File: src/rtl/fifo_pkg.sv
// Shared FIFO definitions: depth helper, default pointer type, error-flag bit positions.
// Used by both the same-clock and async FIFO paths.
package fifo_pkg;

  function automatic int fifo_depth(input int addr_w);
    return 1 << addr_w;
  endfunction

  localparam int FIFO_ADDR_W = 4;
  typedef logic [FIFO_ADDR_W:0] fifo_ptr_t;

  localparam int ERR_OVF = 0;
  localparam int ERR_UDF = 1;
  localparam int ERR_W   = 2;

endpackage

File: src/rtl/sync_dp_ram.sv
// Single-clock dual-port RAM; read data registered when re is high, 1-clock latency.
// Same-address read/write in one cycle returns the old word.
module sync_dp_ram #(
  parameter int DATA_W = 8,
  parameter int ADDR_W = 4
) (
  input  logic              clk,
  input  logic              rst_n,
  input  logic              we,
  input  logic [ADDR_W-1:0] waddr,
  input  logic [DATA_W-1:0] wdata,
  input  logic              re,
  input  logic [ADDR_W-1:0] raddr,
  output logic [DATA_W-1:0] rdata
);

  logic [DATA_W-1:0] mem [2**ADDR_W];

  // Storage is deliberately not reset; contents are discarded by pointer reset.
  always_ff @(posedge clk) begin
    if (we) mem[waddr] <= wdata;
  end

  always_ff @(posedge clk or negedge rst_n) begin
    if (!rst_n)  rdata <= '0;
    else if (re) rdata <= mem[raddr];
  end

endmodule

File: src/rtl/sync_fifo_param.sv
// Single-clock FIFO with count, almost-full/empty and sticky error flags; 1-clock read latency.
// Writes while full and reads while empty are dropped and latch overflow/underflow.
module sync_fifo_param
  import fifo_pkg::*;
#(
  parameter int DATA_W        = 8,
  parameter int ADDR_W        = 4,
  parameter int AFULL_THRESH  = 12,
  parameter int AEMPTY_THRESH = 2
) (
  input  logic              clk,
  input  logic              rst_n,
  input  logic              wr_en,
  input  logic [DATA_W-1:0] wr_data,
  input  logic              rd_en,
  output logic [DATA_W-1:0] rd_data,
  output logic              rd_valid,
  output logic              full,
  output logic              empty,
  output logic              almost_full,
  output logic              almost_empty,
  output logic [ADDR_W:0]   count,
  output logic              overflow,
  output logic              underflow,
  input  logic              clr_err
);

  localparam int DEPTH = fifo_depth(ADDR_W);

  typedef logic [ADDR_W:0] ptr_t;

  localparam ptr_t AF_LVL = ptr_t'(AFULL_THRESH);
  localparam ptr_t AE_LVL = ptr_t'(AEMPTY_THRESH);

  if (AFULL_THRESH < 1 || AFULL_THRESH > DEPTH - 1 ||
      AEMPTY_THRESH < 1 || AEMPTY_THRESH > DEPTH - 1 ||
      AEMPTY_THRESH >= AFULL_THRESH) begin : g_bad_thresh
    $error("sync_fifo_param: thresholds must lie in 1..DEPTH-1 with AEMPTY_THRESH < AFULL_THRESH");
  end

  ptr_t             wr_ptr;
  ptr_t             rd_ptr;
  logic             wr_acc;
  logic             rd_acc;
  logic [ERR_W-1:0] err_q;
  logic [ERR_W-1:0] err_set;

  // Extra pointer MSB distinguishes full from empty when the RAM indices match.
  assign full  = (wr_ptr[ADDR_W] != rd_ptr[ADDR_W]) &&
                 (wr_ptr[ADDR_W-1:0] == rd_ptr[ADDR_W-1:0]);
  assign empty = (wr_ptr == rd_ptr);
  assign count = wr_ptr - rd_ptr;

  assign almost_full  = (count >= AF_LVL);
  assign almost_empty = (count <= AE_LVL);

  assign wr_acc = wr_en && !full;
  assign rd_acc = rd_en && !empty;

  always_ff @(posedge clk or negedge rst_n) begin
    if (!rst_n) begin
      wr_ptr   <= '0;
      rd_ptr   <= '0;
      rd_valid <= 1'b0;
    end else begin
      if (wr_acc) wr_ptr <= wr_ptr + ptr_t'(1);
      if (rd_acc) rd_ptr <= rd_ptr + ptr_t'(1);
      rd_valid <= rd_acc;
    end
  end

  always_comb begin
    err_set          = '0;
    err_set[ERR_OVF] = wr_en && full;
    err_set[ERR_UDF] = rd_en && empty;
  end

  // A new error in the same cycle as clr_err survives the clear.
  always_ff @(posedge clk or negedge rst_n) begin
    if (!rst_n) err_q <= '0;
    else        err_q <= (clr_err ? '0 : err_q) | err_set;
  end

  assign overflow  = err_q[ERR_OVF];
  assign underflow = err_q[ERR_UDF];

  sync_dp_ram #(
    .DATA_W (DATA_W),
    .ADDR_W (ADDR_W)
  ) u_ram (
    .clk   (clk),
    .rst_n (rst_n),
    .we    (wr_acc),
    .waddr (wr_ptr[ADDR_W-1:0]),
    .wdata (wr_data),
    .re    (rd_acc),
    .raddr (rd_ptr[ADDR_W-1:0]),
    .rdata (rd_data)
  );

endmodule

File: config.mk
export PLATFORM = sky130hd
export DESIGN_NAME = sync_fifo_param
export DESIGN_NICKNAME = d
export VERILOG_FILES = /design/src/rtl/fifo_pkg.sv /design/src/rtl/sync_dp_ram.sv /design/src/rtl/sync_fifo_param.sv
export SDC_FILE = /design/constraint.sdc
export NUM_CORES = 1
export LEC_CHECK = 0
export BUFFER_PORTS_ARGS = -buffer_cell sky130_fd_sc_hd__buf_2
export CAP_MARGIN = 20
export CORE_MARGIN = 3
export CORE_UTILIZATION = 35
export DETAILED_ROUTE_END_ITERATION = 12
export SETUP_SLACK_MARGIN = 0.5
export SYNTH_ARGS = -nofsm -noshare
export SYNTH_HDL_FRONTEND = slang
export SYNTH_SLANG_ARGS = --single-unit
File: constraint.sdc
create_clock -name clk -period 3.8 [get_ports clk]
set_clock_uncertainty 0.15 [all_clocks]
set_input_delay 0.76 -clock clk [delete_from_list [all_inputs] [get_ports clk]]
set_output_delay 0.76 -clock clk [all_outputs]
set_load 0.1 [all_outputs]
## After elaboration in Yosys (flattened, before gate mapping)

Memory sizes are Yosys's and may differ from the RTL's. A register that Yosys moved wholly into a read port is not among the register bits.
Cells that the tools add are included.

- Bits in registers: 13
- RAM bits: 128
- Output and inout port bits: 20
- Memories: 1

- Add/subtract/negate cells: 3
- Order comparisons: 2
- Eq/ne operators: 3
- Multiplexer cells: 3
- Bitwise gates (word level): 1
- Reduce and logical (&&, ||, !) cells: 8

Memories:

| name | words | width | rd ports | clocked after Yosys merged registers in | write ports | line | source |
|---|---|---|---|---|---|---|---|
| u_ram.mem | 16 | 8 | 1 | 1 | 1 | sync_dp_ram.sv:17 | `logic [DATA_W-1:0] mem [2**ADDR_W];` |

Operators by type and width:

| cell | number |
|---|---|
| adder 5 x 1 -> 5 bit (second input constant) | 2 |
| equality test 5 bit | 1 |
| >= comparator 5 x 4 -> 1 bit (second input constant) | 1 |
| less-or-equal comparator 5 x 2 -> 1 bit (second input constant) | 1 |
| logical AND 1 bit | 5 |
| subtractor 5 bit | 1 |
| equality test 4 bit | 1 |
| logical NOT 1 bit | 3 |
| 2-to-1 mux 1 bit | 2 |
| 2-to-1 mux 2 bit | 1 |
| OR 2 bit | 1 |
| inequality test 1 bit | 1 |

## Longest topological paths before layout

- Word-level depth: 6
- Mapped depth: 9
- Depth with buffers taken out: 8

## By module

Synthesis repeated with hierarchy kept, for this count alone.

- Cells, all modules: 308
- Area total of the unflattened synthesis: 6,088.3 sq um

Modules (own cells, without submodules):

| module | times used | cells each | area an instance (sq um) |
|---|---|---|---|
| sync_dp_ram | 1 | 240 | 5,331.4 |
| sync_fifo_param | 1 | 68 | 757.0 |

## Least setup slack after synthesis

Ideal clock, no wire load.

- Path kind: register -> output
- Start: register rd_ptr[1]
- End: output almost_full
- Arrival: 3.725 ns
- Data required time: 2.890 ns
- Path slack: -0.835 ns
- Stages on the path, launching flop included: 9
- Buffers on the path: 2
- Cells stage by stage: dfrtp_1 > buf_2 > buf_8 > inv_1 > ha_1 > nor2b_1 > o21ai_0 > a21boi_0 > o31ai_1

- Cells in the longest elaborated chain, start to end: 2

Ends and longest elaborated chain:

| what | line | source |
|---|---|---|
| from (decl) | sync_fifo_param.sv:42 | `ptr_t rd_ptr;` |
| from (signal assigned) | sync_fifo_param.sv:67 | `if (rd_acc) rd_ptr <= rd_ptr + ptr_t'(1);` |
| subtractor 5 bit | sync_fifo_param.sv:52 | `assign count = wr_ptr - rd_ptr;` |
| >= comparator 5 x 4 -> 1 bit | sync_fifo_param.sv:54 | `assign almost_full = (count >= AF_LVL);` |
| to (decl) | sync_fifo_param.sv:20 | `output logic almost_full,` |

Every way passes these cells.

## Worst setup path in the final report

- Start: register wr_ptr[0]
- End: output almost_empty

- Cells in the longest elaborated chain, start to end: 2

Ends and longest elaborated chain:

| what | line | source |
|---|---|---|
| from (decl) | sync_fifo_param.sv:41 | `ptr_t wr_ptr;` |
| from (signal assigned) | sync_fifo_param.sv:66 | `if (wr_acc) wr_ptr <= wr_ptr + ptr_t'(1);` |
| subtractor 5 bit | sync_fifo_param.sv:52 |  |
| less-or-equal comparator 5 x 2 -> 1 bit | sync_fifo_param.sv:55 | `assign almost_empty = (count <= AE_LVL);` |
| to (decl) | sync_fifo_param.sv:21 | `output logic almost_empty,` |

Every way passes these cells.

==> results_dict.tcl <==
set metrics [dict create \
    syn_area_um2 6070 \
    cts_tree "done" \
    vias 3119 \
    fin_util 0.426 \
    synth_nets 375 \
    period_needed_ps 3230 \
    die_h_um 138 \
    die_area_um2 19000 \
    cts_max_level 4 \
    setup_tns_ps 0 \
    drc 0 \
    ys_types 39 \
    grt_max_degree 51 \
    critPathMaxFanout 3 \
    max-clock-path-buffers 2 \
    clk_latency_ps 420 \
    worstSetupEndpointType "output pin" \
    hpwl_mm 8.05 \
    grt_busiest_layer "met2" \
    ant_nets 0 \
    setup_viol 0 \
    synth-edff-count 128 \
    ys.warnings.count 0 \
    synthTopCellsByCount "128 x edfxtp_1, 32 x mux2i_1, 32 x nor2_1" \
    grt_use_met3 0.0318 \
    slew_headroom 0.462 \
    core-area_um2 16800 \
    diodes 0 \
    grt_setup_unrepaired "true" \
    ys_top_cells_by_area "edfxtp_1 63%, dfrtp_1 8.7%, mux4_2 5.9%" \
    layout.nets 427 \
    hold_viol 0 \
    fillers 1485 \
    startpoint_type "register" \
    rrSetupSlack_ps 790 \
    synthArstFlopShare 0.141 \
    grt_pass1_wl_mm 18.9 \
    worstPathArrival_ps 2320 \
    first_pass_iters 4 \
    tightest_slew_ps 807 \
    fp-row-count 47 \
    routed_wl_mm 12.6 \
    grt_overflow 0 \
    place_congestion 0.769 \
    clockRootBuffer "clkbuf_16" \
    synthToLayoutAreaGrowth_pct 17.4 \
    use_met2 0.226 \
    critPathRequiredTime_ps 2890 \
    cts.sinks 149 \
    antenna_found_initial 0 \
    ys_seq_area_frac 0.719 \
    max-cap-violations 0 \
    globalRouteTotalUtil 0.142 \
    max_freq_mhz 310 \
    cts_hold_buf 0 \
    synth.most_common_cell "edfxtp_1" \
    min_path_type "in -> async" \
    synth_ff_type "edfxtp_1" \
    met1_usage 0.188 \
    grt_pass1_vias 3219 \
    status "finished, final reports clean" \
    pin_count 33 \
    whs_ps 154 \
    fp.dieW_um 138 \
    r2r-end "u_ram.mem[11][1]" \
    port_buffers 32 \
    synthCells 352 \
    ff2ff_path_depth 6 \
    clk_pin_slew_worst_paths_ps 60 \
    setup.worst_path.class "reg -> out" \
    detail_route.vias_per_cell 4.90 \
    dr.first_iter.drc_count 218 \
    maxSlewViolCount 0 \
    wl_per_cell_um 19.7 \
    synth_top_area_frac 0.633 \
    worstReg2RegStart "rd_ptr[3]" \
    avgSynthCellArea_um2 17.3 \
    post-route-period-util 0.849 \
    drive_gt1_frac 0.264 \
    synth_top_cell_by_area "edfxtp_1" \
    start_util 0.362 \
    cts-buffers-inserted 17 \
    ys_ff_latch 149 \
]
[layout make-up]
class,count,area [um2],area share
clock buffer,26,479,0.0672
clock inverter,6,55.1,0.00772
inverter,13,48.8,0.00684
multi-input combinational,175,1580,0.221
sequential,149,4370,0.613
tap,220,275,0.0386
timing repair buffer,48,325,0.0456
[per-layer routing]
metal | vias to the layer above | share of wire
li1 | 1465 | -
met1 | 1567 | 0.45
met2 | 79 | 0.49
met5 | - | 0
met3 | 8 | 0.044
met4 | 0 | 0.011
[layout by cell type (no fill, tap or decap), types with 2 or more instances in the layout]
cell type	n
nor2_1	29
mux4_2	16
clkbuf_8	2
a21boi_2	2
dfrtp_2	3
inv_2	2
edfxtp_1	128
dfrtp_1	18
nor2_2	3
clkinv_2	5
xnor2_1	9
mux2i_1	32
buf_4	16
nand3b_2	2
clkbuf_1	7
nand4_1	5
nand2_1	11
xor2_1	2
nor3_1	4
clkbuf_16	17
o21ai_0	4
o22ai_1	15
a31oi_1	8
buf_12	3
inv_1	11
ha_1	8
a22oi_1	8
nand2b_1	2
buf_2	29
[worst max path at each step]
stage          startpoint      endpoint  cells past startpoint
2_1_floorplan   rd_ptr[1]   almost_full                      8
3_3_place_gp    wr_ptr[0]  almost_empty                      9
3_5_place_dp    wr_ptr[0]  almost_empty                      9
4_1_cts         rd_ptr[2]  almost_empty                      7
5_1_grt         wr_ptr[1]  almost_empty                      6
6_report        wr_ptr[0]  almost_empty                      9
[state kept, by name (all words and copies together) (netlist names)]
| register | flops |
|---|---|
| rd_ptr | 5 |
| u_ram.mem | 128 |
| rd_valid | 1 |
| wr_ptr | 5 |
| err_q | 2 |
| u_ram.rdata | 8 |
[timing repair]
item	4_1_cts	5_1_grt
cloned	0	0
buffers inserted	3	0
endpoints found under the setup margin	5	2
pin swaps	3	0
resized for setup	9	5
[worst max-delay path, stage by stage, from the launching register on]
cell and delay, ps:
dfrtp_1 390, inv_2 80, ha_4 130, inv_2 40
fa_2 350, a21o_1 180, a21oi_2 170, xnor2_2 150
o2111a_2 240, buf_12 170
[kinds of logic (layout without fill, tap and decap cells)]
kind of cell    after synthesis  in the layout  share of synthesized area
fa+ha+maj                    10             10                     0.0218
flops                       149            149                      0.719
mux                          48             48                      0.112
xor+xnor                     12             12                     0.0173
compound gates               44             44                     0.0511
buf+inv                      28             93                     0.0317
simple gates                 61             61                     0.0468
[stage by stage]
stage                     worst slack (ps)  cells  instance area [um2]
after global placement                 709    602                 6530
after detailed placement               630    602                 6530
after global routing                   455    637                 7130
after CTS                              512    637                 7120
final                                  574    637                 7130
after floorplan                        457    352                 6100
Power is left out: the tool's default activity adds up to more than one toggle a clock period on the data nets, which glitch-free logic cannot reach.
